===== src/rtl/revo_phase_lock_controller_pkg.sv =====
// Shared encodings for the revo phase-lock controller: FSM states, the four
// legal leading-edge patterns and their BUFGMUX select mapping.
package revo_constants;

    typedef enum logic [1:0] {
        ST_HUNT    = 2'd0,
        ST_CONFIRM = 2'd1,
        ST_LOCKED  = 2'd2,
        ST_FAKE    = 2'd3
    } state_e;

    localparam logic [3:0] PAT_P000 = 4'b1111;
    localparam logic [3:0] PAT_P090 = 4'b1110;
    localparam logic [3:0] PAT_P180 = 4'b1100;
    localparam logic [3:0] PAT_P270 = 4'b1000;

    function automatic logic pat_is_valid(input logic [3:0] pat);
        logic ok;
        case (pat)
            PAT_P000, PAT_P090, PAT_P180, PAT_P270: ok = 1'b1;
            default:                                ok = 1'b0;
        endcase
        return ok;
    endfunction

    // Later the edge lands in the word, later the 127 MHz phase we select.
    function automatic logic [1:0] pat_to_sel(input logic [3:0] pat);
        logic [1:0] sel;
        case (pat)
            PAT_P000: sel = 2'b00;
            PAT_P090: sel = 2'b01;
            PAT_P180: sel = 2'b10;
            PAT_P270: sel = 2'b11;
            default:  sel = 2'b00;
        endcase
        return sel;
    endfunction

endpackage


===== src/rtl/revo_phase_lock_controller_word_watchdog.sv =====
// 16-bit word counter with clear and enable; expire_o is high for the single
// word in which the count sits at TERMINAL, and the count wraps to zero there.
module word_watchdog #(
    parameter int unsigned TERMINAL = 2047
) (
    input  logic clk,
    input  logic rst_n,
    input  logic clr_i,
    input  logic en_i,
    output logic expire_o
);

    localparam logic [15:0] TC = 16'(TERMINAL);

    logic [15:0] count_q, count_d;
    logic        at_tc;

    assign at_tc = (count_q == TC);

    // Expire ignores clr_i on purpose; callers gate it so a clearing event
    // in the terminal word wins without creating a combinational loop.
    assign expire_o = en_i & at_tc;

    always_comb begin
        count_d = count_q;
        if (clr_i)
            count_d = '0;
        else if (en_i)
            count_d = at_tc ? 16'd0 : count_q + 16'd1;
    end

    always_ff @(posedge clk or negedge rst_n) begin
        if (!rst_n)
            count_q <= '0;
        else
            count_q <= count_d;
    end

endmodule


===== src/rtl/revo_phase_lock_controller.sv =====
// Revolution-marker phase lock: confirms a stable sub-word edge position,
// drives the BUFGMUX phase select and falls back to a local fake revo.
module revo_phase_lock_controller
    import revo_constants::*;
#(
    parameter int unsigned CONFIRM_COUNT = 3,
    parameter int unsigned TIMEOUT_WORDS = 2048,
    parameter int unsigned FAKE_PERIOD   = 1280
) (
    input  logic       clock,
    input  logic       reset_n,
    input  logic [3:0] pulse_stream,
    input  logic       enable_fake,
    input  logic       unlock_request,
    output logic [1:0] select2,
    output logic [3:0] select4,
    output logic       phase_locked,
    output logic       fake_mode,
    output logic       revo_out,
    output logic [7:0] mismatch_count
);

    localparam logic [3:0] CC = 4'(CONFIRM_COUNT);

    state_e     state_q, state_d;
    logic [3:0] cand_q, cand_d;
    logic [3:0] match_q, match_d;
    logic [3:0] match_inc;
    logic [1:0] sel2_q, sel2_d;
    logic [3:0] sel4_q, sel4_d;
    logic       revo_q, revo_d;
    logic       locked_q, fake_q;
    logic [7:0] mis_q;
    logic       mis_inc;

    logic       wd_clr, wd_en, wd_exp;
    logic       fp_clr, fp_en, fp_exp;
    logic       pat_valid, pat_nonzero, do_lock;

    assign pat_valid   = pat_is_valid(pulse_stream);
    assign pat_nonzero = |pulse_stream;
    assign match_inc   = match_q + 4'd1;

    // FAKE owns its own period counter; the watchdog is parked at zero there
    // so a relock from FAKE starts with a full timeout window.
    assign wd_en = (state_q != ST_FAKE);
    assign fp_en = (state_q == ST_FAKE);
    assign fp_clr = (state_q != ST_FAKE);

    word_watchdog #(.TERMINAL(TIMEOUT_WORDS - 1)) u_watchdog (
        .clk      (clock),
        .rst_n    (reset_n),
        .clr_i    (wd_clr | (state_q == ST_FAKE)),
        .en_i     (wd_en),
        .expire_o (wd_exp)
    );

    word_watchdog #(.TERMINAL(FAKE_PERIOD - 1)) u_fake_period (
        .clk      (clock),
        .rst_n    (reset_n),
        .clr_i    (fp_clr),
        .en_i     (fp_en),
        .expire_o (fp_exp)
    );

    always_comb begin
        state_d = state_q;
        cand_d  = cand_q;
        match_d = match_q;
        sel2_d  = sel2_q;
        sel4_d  = sel4_q;
        revo_d  = 1'b0;
        mis_inc = 1'b0;
        wd_clr  = 1'b0;
        do_lock = 1'b0;

        if (unlock_request) begin
            // Unlock discards any coincident word, so nothing is counted.
            state_d = ST_HUNT;
            match_d = '0;
            wd_clr  = 1'b1;
        end else begin
            case (state_q)
                ST_HUNT, ST_FAKE: begin
                    if (pat_valid) begin
                        cand_d  = pulse_stream;
                        match_d = 4'd1;
                        wd_clr  = 1'b1;
                        if (CC == 4'd1)
                            do_lock = 1'b1;
                        else
                            state_d = ST_CONFIRM;
                    end else begin
                        mis_inc = pat_nonzero;
                        if (state_q == ST_HUNT) begin
                            if (wd_exp && enable_fake)
                                state_d = ST_FAKE;
                        end else if (!enable_fake) begin
                            state_d = ST_HUNT;
                        end else if (fp_exp) begin
                            revo_d = 1'b1;
                        end
                    end
                end

                ST_CONFIRM: begin
                    if (pat_valid) begin
                        wd_clr = 1'b1;
                        if (pulse_stream == cand_q) begin
                            match_d = match_inc;
                            if (match_inc == CC)
                                do_lock = 1'b1;
                        end else begin
                            mis_inc = 1'b1;
                            cand_d  = pulse_stream;
                            match_d = 4'd1;
                        end
                    end else begin
                        mis_inc = pat_nonzero;
                        if (wd_exp) begin
                            state_d = enable_fake ? ST_FAKE : ST_HUNT;
                            match_d = '0;
                        end
                    end
                end

                ST_LOCKED: begin
                    if (pat_nonzero && pulse_stream == sel4_q) begin
                        revo_d = 1'b1;
                        wd_clr = 1'b1;
                    end else begin
                        mis_inc = pat_nonzero;
                        if (wd_exp) begin
                            state_d = enable_fake ? ST_FAKE : ST_HUNT;
                            match_d = '0;
                        end
                    end
                end

                default: state_d = ST_HUNT;
            endcase
        end

        // The clock-tree select moves only here, together with the lock revo.
        if (do_lock) begin
            state_d = ST_LOCKED;
            sel2_d  = pat_to_sel(pulse_stream);
            sel4_d  = pulse_stream;
            revo_d  = 1'b1;
            match_d = '0;
        end
    end

    always_ff @(posedge clock or negedge reset_n) begin
        if (!reset_n) begin
            state_q  <= ST_HUNT;
            cand_q   <= '0;
            match_q  <= '0;
            sel2_q   <= '0;
            sel4_q   <= '0;
            revo_q   <= 1'b0;
            locked_q <= 1'b0;
            fake_q   <= 1'b0;
            mis_q    <= '0;
        end else begin
            state_q  <= state_d;
            cand_q   <= cand_d;
            match_q  <= match_d;
            sel2_q   <= sel2_d;
            sel4_q   <= sel4_d;
            revo_q   <= revo_d;
            locked_q <= (state_d == ST_LOCKED);
            fake_q   <= (state_d == ST_FAKE);
            if (mis_inc && mis_q != 8'hFF)
                mis_q <= mis_q + 8'd1;
        end
    end

    assign select2        = sel2_q;
    assign select4        = sel4_q;
    assign phase_locked   = locked_q;
    assign fake_mode      = fake_q;
    assign revo_out       = revo_q;
    assign mismatch_count = mis_q;

endmodule


===== config.mk =====
export PLATFORM = sky130hd
export DESIGN_NAME = revo_phase_lock_controller
export DESIGN_NICKNAME = d
export VERILOG_FILES = /design/src/rtl/revo_phase_lock_controller_pkg.sv /design/src/rtl/revo_phase_lock_controller_word_watchdog.sv /design/src/rtl/revo_phase_lock_controller.sv
export SDC_FILE = /design/constraint.sdc
export NUM_CORES = 1
export LEC_CHECK = 0
export CORE_UTILIZATION = 58
export CTS_CLUSTER_SIZE = 8
export DETAILED_ROUTE_END_ITERATION = 7
export PLACE_DENSITY = 0.9
export SKIP_CTS_REPAIR_TIMING = 1
export SLEW_MARGIN = 30
export SYNTH_ARGS = -nofsm -noshare
export SYNTH_HDL_FRONTEND = slang
export SYNTH_SLANG_ARGS = --single-unit

===== constraint.sdc =====
create_clock -name clock -period 2.54 [get_ports clock]
set_clock_uncertainty 0.2 [all_clocks]
set_input_delay 0.508 -clock clock [delete_from_list [all_inputs] [get_ports clock]]
set_output_delay 0.508 -clock clock [all_outputs]
set_load 0.02 [all_outputs]

==> results.json, run 1 <==
{
  "outcome": "complete, but fails checks",
  "violations": "setup timing",
  "vias": 2807,
  "core-area_um2": 5240,
  "initial_utilization_pct": 61.8,
  "max_freq_ghz": 0.393,
  "fin_ws_ns": -0.00209,
  "max_slew_margin_pct": 59.1,
  "die_width_um": 76.7,
  "nNetsFinal": 403,
  "synth_nets": 336,
  "final_max_slew_viol_count": 0,
  "crit_buf_inv": 3,
  "drc": 0,
  "ios": 25,
  "drtPass1Iterations": 5,
  "leakagePower_nw": 1.81,
  "cts_buffers": 9,
  "min_period_over_period_pct": 100,
  "antenna_found_initial": 0,
  "synth.top_cell.area_share_pct": 45.6,
  "drt_iter0_drc": 214,
  "min_path_type": "reg2reg",
  "worst_path_most_repeated_cell": "buf_4",
  "tightest_slew_ns": 0.613,
  "synth.avg_cell_area_um2": 10.1,
  "grt_pass1_wl_mm": 12.6,
  "wire_per_inst_um": 18.3,
  "synth_top_cell_by_area": "dfrtp_1",
  "routed_wl_mm": 8.44,
  "placed_area_um2": 3790,
  "rows": 26,
  "grt_pass1_vias": 2716,
  "clock_sinks": 59,
  "final.min_clock_period_ns": 2.54,
  "critPathTopFamily": "compound AO/OA/AOI/OAI gates",
  "ys_async_sr_fraction_pct": 100,
  "cpPeakStageDelay_ns": 0.45,
  "final_core_util_pct": 79.0,
  "stdcell_count": 461,
  "synth_cells": 319,
  "track_usage_pct": 27.7,
  "path_class": "reg2reg",
  "ys_ff_latch": 59,
  "clk_pin_slew_worst_paths_ns": 0.07,
  "grt_max_degree": 23,
  "synth_edf_count": 0,
  "placed_cells": 441,
  "yosys-top-cells-count": "59 x dfrtp_1, 42 x nor2_1, 25 x nand2_1, 21 x xnor2_1, 18 x xor2_1",
  "cp_max_fo": 4,
  "grt_overflow": 0,
  "netlist_top_cells_area": "dfrtp_1 46%, xnor2_1 5.7%, nor2_1 4.9%",
  "diodes": 0,
  "synth_flop_cell": "dfrtp_1",
  "end_kind": "flip-flop",
  "ctsLongestPathBuffers": 2,
  "syn-cell-area_um2": 3240,
  "synth_most_common_cell": "dfrtp_1",
  "vias_per_cell": 6.09,
  "ant_nets": 0,
  "cp.arrival_ns": 2.58,
  "ys_warn_count": 0,
  "yosysUniqueCellTypes": 62,
  "crit_slowest_cell": "dfrtp_2",
  "dpl.hpwl_mm": 5.22,
  "power_mw": 2.80,
  "drive_above_1_share_pct": 23.0,
  "cts_tree": "built",
  "cts-root-buf": "clkbuf_8",
  "power_density_nw_per_um2": 678,
  "cp_cell_sequence": "inv_2 -> ha_4 -> a22o_1 -> a222oi_1 -> buf_4 -> a2111oi_4 -> nor4bb_2 -> buf_4 -> o21ba_1",
  "area_growth_pct": 27.8,
  "die_y_um": 76.7,
  "synth-seq-area-share_pct": 45.6,
  "final_cell_area_um2": 4140,
  "place_congestion": 0.921,
  "port_buffers": 24,
  "htreeDepth": 3,
  "die-area_um2": 5880,
  "hold_viol_final": 0,
  "crit_required_ns": 2.58,
  "setup_viol": 1,
  "worstSkewPairLatency_ns": 0.35,
  "ir_worst_vdd_mv": 0.563,
  "drv_cap": 0,
  "start_kind": "flip-flop"
}
cell type report:
type | count | area (um^2)
Multi-Input combinational cell | 242 | 1730
Sequential cell | 59 | 1480
Fill cell | 311 | 1100
Timing Repair Buffer | 67 | 574
Clock buffer | 13 | 169
Tap cell | 70 | 87.6
Clock inverter | 3 | 68.8
Inverter | 7 | 26.3
cells in the final DEF (no fill, tap or decap), types with 3 or more instances in the layout:
master,synthesis,final
inv_1,7,6
nor3_1,8,8
ha_1,9,6
clkdlybuf4s50_1,0,19
nand2b_1,3,3
mux2_2,8,8
clkbuf_8,0,12
nor2_1,42,42
xnor2_1,21,21
o21ai_0,9,9
buf_4,2,41
nand3_1,14,14
nand2_1,25,24
nand4_1,5,5
xor2_1,18,18
or3_1,4,4
a21oi_1,8,8
dlymetal6s2s_1,0,4
dfrtp_1,59,58
and3_1,11,11
metal layers:
metal | track usage [%] | routed length, um
met1 | 33.5 | 3360
met2 | 46.3 | 4240
met3 | 7.02 | 540
met4 | 12.5 | 293
met5 | 0 | 0
registers in the layout, summed over array words and instances, names as in the netlist:
signal	cells
fake_mode	1
mismatch_count	8
cand_q	4
phase_locked	1
revo_out	1
state_q	2
match_q	4
u_watchdog.count_q	16
select4	4
u_fake_period.count_q	16
select2	2
stage by stage:
stage	TNS, ns	hold slack (ns)	worst slack (ns)
2_1_floorplan	0	0.0124	0.000382
3_3_place_gp	-13.02	0.266	-0.422
3_5_place_dp	-15.64	0.269	-0.535
4_1_cts	-3.47	-0.0984	-0.253
5_1_grt	-0.131	0.313	-0.0592
6_report	-0.00209	0.301	-0.00209
final timing paths:
check                                                         from                                  end  slack (ns)  depth (start not counted)
worst min register to register  u_fake_period.count_q[0]$_DFF_PN0_   u_fake_period.count_q[0]$_DFF_PN0_        0.30                          1
worst min-delay path            u_fake_period.count_q[0]$_DFF_PN0_   u_fake_period.count_q[0]$_DFF_PN0_        0.30                          1
worst max register to register                state_q[0]$_DFF_PN0_               phase_locked$_DFF_PN0_      -0.002                          9
min in group asynchronous                                  reset_n  u_fake_period.count_q[13]$_DFF_PN0_        0.42                          2
max in group asynchronous                                  reset_n               match_q[3]$_DFFE_PN0P_        1.07                          3
worst max-delay path                          state_q[0]$_DFF_PN0_               phase_locked$_DFF_PN0_      -0.002                          9
cell families (layout without fill, tap and decap cells):
| group | Yosys count | count (layout) | synth area share [%] |
|---|---|---|---|
| flip-flops | 59 | 59 | 45.6 |
| XOR/XNOR | 39 | 39 | 10.6 |
| AO/OA/AOI/OAI | 46 | 46 | 10.8 |
| adder cells (fa/ha/maj) | 9 | 9 | 3.48 |
| buffers and inverters | 18 | 90 | 2.82 |
| AND/OR/NAND/NOR | 140 | 140 | 24.0 |
| multiplexers | 8 | 8 | 2.78 |
power breakdown:
part / internal, mW / switching (mW)
clock: 0.635 / 0.393
combinational: 0.307 / 0.342
sequential: 1.03 / 0.0961
(Power assumes the default switching activity.)
==> run 2, diff against run 1 <==
--- a/config.mk
+++ b/config.mk
@@ -5,10 +5,11 @@
 export SDC_FILE = /design/constraint.sdc
 export NUM_CORES = 1
 export LEC_CHECK = 0
+export ABC_CLOCK_PERIOD_IN_PS = 2540
 export CORE_UTILIZATION = 58
 export CTS_CLUSTER_SIZE = 8
 export DETAILED_ROUTE_END_ITERATION = 7
-export PLACE_DENSITY = 0.9
+export PLACE_DENSITY_LB_ADDON = 0.08
 export SKIP_CTS_REPAIR_TIMING = 1
 export SLEW_MARGIN = 30
 export SYNTH_ARGS = -nofsm -noshare
==> run 2 against run 1 <==
The run now ends clean. Clock-buffer cell count down 2. Non-clock buffer count down 7. Register-to-register slack better by 0.10 ns. Design area down 0.76%. Global-route usage down 2.1 points. Die area unchanged. Sequential share of layout area up 0.24 points. Fmax up 1.7%. Combinational power down 5.2%. Critical path depth down 2.
==> results.json, run 2 (same netlist as run 1, synthesis figures left out) <==
{
  "p_comb_share_pct": 22.1,
  "final_common_cell": "dfrtp_1",
  "final_cell_area_um2": 4100,
  "final_max_slew_viol_count": 0,
  "route.top_layer_used": "met4",
  "min_path_type": "reg2reg",
  "drt_iter0_drc": 190,
  "htreeDepth": 3,
  "tightest_slew_ns": 0.610,
  "final_cell_mix": "59 x dfrtp_1, 42 x nor2_1, 32 x buf_4, 25 x nand2_1, 21 x xnor2_1",
  "grt_max_degree": 35,
  "die-area_um2": 5880,
  "cp_max_fo": 8,
  "nNetsFinal": 396,
  "stdcell_count": 453,
  "post-place-ws_ns": -0.533,
  "setup_viol": 0,
  "wire_per_inst_um": 15.1,
  "area_growth_pct": 26.8,
  "ant_nets": 0,
  "place_congestion": 0.922,
  "cp_cell_sequence": "clkdlybuf4s50_1 -> buf_6 -> xor2_1 -> nor4_4 -> or4b_4 -> nor2_4 -> mux2_4",
  "die_width_um": 76.7,
  "max_slew_margin_pct": 59.3,
  "crit_slowest_cell": "or4b_4",
  "placed_area_um2": 3740,
  "pwr-share-clk_pct": 37.9,
  "clk_pin_slew_worst_paths_ns": 0.07,
  "rows": 26,
  "worstSkewPairLatency_ns": 0.34,
  "outcome": "complete, no violations",
  "grt_pass1_vias": 2580,
  "crit_buf_inv": 2,
  "initial_utilization_pct": 61.8,
  "p_int_mw": 2.00,
  "cts_buffers": 9,
  "crit_required_ns": 2.57,
  "met3WireLength_um": 279,
  "cpPeakStageDelay_ns": 0.56,
  "start_kind": "input port",
  "leakagePower_nw": 1.80,
  "vias_per_cell": 5.64,
  "cp.arrival_ns": 2.53,
  "core-area_um2": 5240,
  "dpl.hpwl_mm": 4.64,
  "hold_viol_final": 0,
  "path_class": "in2reg",
  "diodes": 0,
  "max_freq_ghz": 0.400,
  "die_y_um": 76.7,
  "drtPass1Iterations": 6,
  "wl_met2_mm": 3.31,
  "port_buffers": 24,
  "rsz0062_at_grt": "yes",
  "clock_sinks": 59,
  "cts_tree": "built",
  "ir_worst_vdd_mv": 0.674,
  "seqPwrFrac_pct": 40.0,
  "antenna_found_initial": 0,
  "drc": 0,
  "placed_cells": 433,
  "ios": 25,
  "drive_above_1_share_pct": 20.9,
  "grt_pass1_wl_mm": 11.7,
  "cts-root-buf": "clkbuf_8",
  "critPathTopFamily": "simple AND/OR/NAND/NOR gates",
  "grt_overflow": 0,
  "switchingPower_mw": 0.777,
  "track_usage_pct": 25.5,
  "ctsLongestPathBuffers": 2,
  "routed_wl_mm": 6.82,
  "met1_length_mm": 3.08,
  "fin_ws_ns": 0.0398,
  "drv_cap": 0,
  "vias": 2557,
  "power_density_nw_per_um2": 678,
  "end_kind": "flip-flop",
  "final.min_clock_period_ns": 2.50,
  "min_period_over_period_pct": 98.4,
  "switching_share_pct": 27.9
}
==> run 2: layout make-up <==
| cell class | instances | area [um^2] |
|---|---|---|
| Clock buffer | 11 | 141 |
| Clock inverter | 4 | 98.8 |
| Fill cell | 337 | 1130 |
| Inverter | 7 | 26.3 |
| Multi-Input combinational cell | 242 | 1730 |
| Sequential cell | 59 | 1480 |
| Tap cell | 70 | 87.6 |
| Timing Repair Buffer | 60 | 544 |
==> run 2: power by group through the flow <==
stage	Clock, mW	Sequential [mW]	Combinational (mW)
3_3_place_gp	0	1.12	0.581
4_1_cts	1.07	1.11	0.601
3_5_place_dp	0	1.13	0.598
5_1_grt	1.11	1.13	0.664
6_report	1.05	1.11	0.615
2_1_floorplan	0	1.17	0.302
==> run 2: metal layers <==
metal	vias up	global-route usage [%]
met5	-	0
met4	0	9.23
met3	19	5.48
met2	55	42.4
met1	1240	32.8
li1	1243	-
==> run 2: path summary, 6_finish.rpt <==
check	from	endpoint	slack (ns)	depth (start not counted)
min in group asynchronous	reset_n	u_fake_period.count_q[8]$_DFF_PN0_	0.51	2
worst min-delay path	u_watchdog.count_q[0]$_DFFE_PN0P_	u_watchdog.count_q[0]$_DFFE_PN0P_	0.29	1
worst min register to register	u_watchdog.count_q[0]$_DFFE_PN0P_	u_watchdog.count_q[0]$_DFFE_PN0P_	0.29	1
worst max register to register	state_q[1]$_DFF_PN0_	select4[2]$_DFFE_PN0N_	0.10	6
max in group asynchronous	reset_n	select4[3]$_DFFE_PN0N_	1.04	3
worst max-delay path	pulse_stream[3]	select4[2]$_DFFE_PN0N_	0.04	7
==> run 2: through the flow <==
| step | setup TNS, ns | total power [mW] | hold WS [ns] | util, % |
|---|---|---|---|---|
| floorplan | 0 | 1.47 | 0.0124 | - |
| CTS | -2.18 | 2.78 | -0.00985 | 76.0 |
| global placement | -14.15 | 1.71 | 0.273 | 71.4 |
| detailed placement | -15.56 | 1.73 | 0.282 | 71.4 |
| finish | 0 | 2.78 | 0.288 | 78.4 |
| global route | -0.0239 | 2.90 | 0.310 | 78.4 |
==> run 3, diff against run 2 <==
--- a/config.mk
+++ b/config.mk
@@ -9,7 +9,7 @@
 export CORE_UTILIZATION = 58
 export CTS_CLUSTER_SIZE = 8
 export DETAILED_ROUTE_END_ITERATION = 7
-export PLACE_DENSITY_LB_ADDON = 0.08
+export PLACE_DENSITY = 0.79
 export SKIP_CTS_REPAIR_TIMING = 1
 export SLEW_MARGIN = 30
 export SYNTH_ARGS = -nofsm -noshare
==> run 3 against run 2 <==
Register-to-register slack barely moved. Via count increased by 0.16%. Global-route usage up 0.060 points. Routed wire length is 0.23% higher. Critical path type is now reg2reg. Largest power group unchanged.
==> results.json, run 3 (same netlist as run 1, synthesis figures left out) <==
{
  "outcome": "complete, no violations",
  "fin_ws_ns": 0.104,
  "drt_iter0_drc": 123,
  "clk_pin_slew_worst_paths_ns": 0.07,
  "cp.arrival_ns": 2.48,
  "max_slew_margin_pct": 64.5,
  "min_path_cells": 1,
  "cts_buffers": 9,
  "fillers": 356,
  "regToRegSetupSlack_ns": 0.10,
  "final_common_cell": "dfrtp_1",
  "core-area_um2": 5240,
  "dpl.hpwl_mm": 4.83,
  "worst_path_most_repeated_cell": "nor3_1",
  "port_buffers": 24,
  "area_growth_pct": 26.1,
  "hold_end": "u_fake_period.count_q[0]$_DFF_PN0_",
  "final_max_slew_viol_count": 0,
  "grt_overflow": 0,
  "antenna_found_initial": 0,
  "routed_wl_mm": 6.84,
  "nNetsFinal": 399,
  "rows": 26,
  "grt_pass1_wl_mm": 11.7,
  "final.min_clock_period_ns": 2.44,
  "cp_max_fo": 8,
  "rr_startpoint": "state_q[0]$_DFF_PN0_",
  "r2r_end": "fake_mode$_DFF_PN0_",
  "crit_slowest_cell": "dfrtp_1",
  "vias_per_cell": 5.60,
  "wire_per_inst_um": 15.0,
  "die-area_um2": 5880,
  "min_period_over_period_pct": 95.9,
  "cts-root-buf": "clkbuf_8",
  "vias": 2561,
  "drtPass1Iterations": 4,
  "grt_max_degree": 29,
  "crit_required_ns": 2.58,
  "final_cell_area_um2": 4080,
  "tightest_slew_ns": 0.532,
  "worstSkewPairLatency_ns": 0.33,
  "power_density_nw_per_um2": 663,
  "initial_utilization_pct": 61.8,
  "critPathTopFamily": "compound AO/OA/AOI/OAI gates",
  "ant_nets": 0,
  "cts_tree": "built",
  "hp-start": "u_fake_period.count_q[0]$_DFF_PN0_",
  "drc": 0,
  "end_kind": "flip-flop",
  "ir_worst_vdd_mv": 0.754,
  "crit_buf_inv": 2,
  "max_freq_ghz": 0.410,
  "reg2reg_depth": 8,
  "drv_cap": 0,
  "place_congestion": 0.947,
  "setup-tns-final_ns": 0,
  "path_class": "reg2reg",
  "setup_viol": 0,
  "grt_pass1_vias": 2603,
  "leakagePower_nw": 1.80,
  "die_width_um": 76.7,
  "diodes": 0,
  "post-place-ws_ns": -0.498,
  "ios": 25,
  "clock_sinks": 59,
  "cpPeakStageDelay_ns": 0.42,
  "start_kind": "flip-flop",
  "drive_above_1_share_pct": 22.0,
  "ctsLongestPathBuffers": 2,
  "htreeDepth": 3,
  "min_path_type": "reg2reg",
  "track_usage_pct": 25.6,
  "hold_viol_final": 0,
  "die_y_um": 76.7,
  "final_cell_mix": "59 x dfrtp_1, 42 x nor2_1, 37 x buf_4, 25 x nand2_1, 21 x xnor2_1",
  "placed_area_um2": 3780,
  "power_mw": 2.71,
  "cp_cell_sequence": "inv_1 -> ha_1 -> nand2b_1 -> o21ai_0 -> buf_4 -> nor3_1 -> a211o_1 -> nor3_1"
}
run 3: metal layers:
metal  track usage [%]  up-vias  routed length (um)
met1              30.0     1241                3070
met2              44.5       58                3420
li1                  -     1253                   -
met3              8.21        9                 246
met5                 0        -                   0
met4              7.69        0                 102
run 3: through the flow:
stage | instances | hold slack (ns) | util (%)
2_1_floorplan | 319 | 0.0124 | -
3_3_place_gp | 439 | 0.269 | 72.3
3_5_place_dp | 439 | 0.279 | 72.3
4_1_cts | 455 | -0.0762 | 76.6
5_1_grt | 457 | 0.306 | 77.9
6_report | 457 | 0.284 | 77.9
run 3: final cells by class:
class / count / area (um^2) / area share [%]
Multi-Input combinational cell: 242 / 1710 / 41.9
Sequential cell: 59 / 1480 / 36.2
Timing Repair Buffer: 63 / 553 / 13.5
Clock buffer: 12 / 155 / 3.80
Tap cell: 70 / 87.6 / 2.15
Clock inverter: 4 / 72.6 / 1.78
Inverter: 7 / 26.3 / 0.644
run 3: worst max-delay path by stage:
stage                                            from                            endpoint  cells past startpoint
finish                           state_q[0]$_DFF_PN0_                 fake_mode$_DFF_PN0_                      8
global route        u_watchdog.count_q[0]$_DFFE_PN0P_                 fake_mode$_DFF_PN0_                      8
CTS                                   pulse_stream[1]  u_watchdog.count_q[14]$_DFFE_PN0P_                      8
detailed placement                    pulse_stream[1]   u_watchdog.count_q[5]$_DFFE_PN0P_                      8
global placement                      pulse_stream[0]              select4[1]$_DFFE_PN0N_                      7
floorplan                             pulse_stream[2]              select2[1]$_DFFE_PN0N_                      6
run 3: power by group:
group,switching [mW],internal [mW]
logic,0.316,0.306
clock network,0.363,0.605
registers,0.0902,1.03
total,0.769,1.94
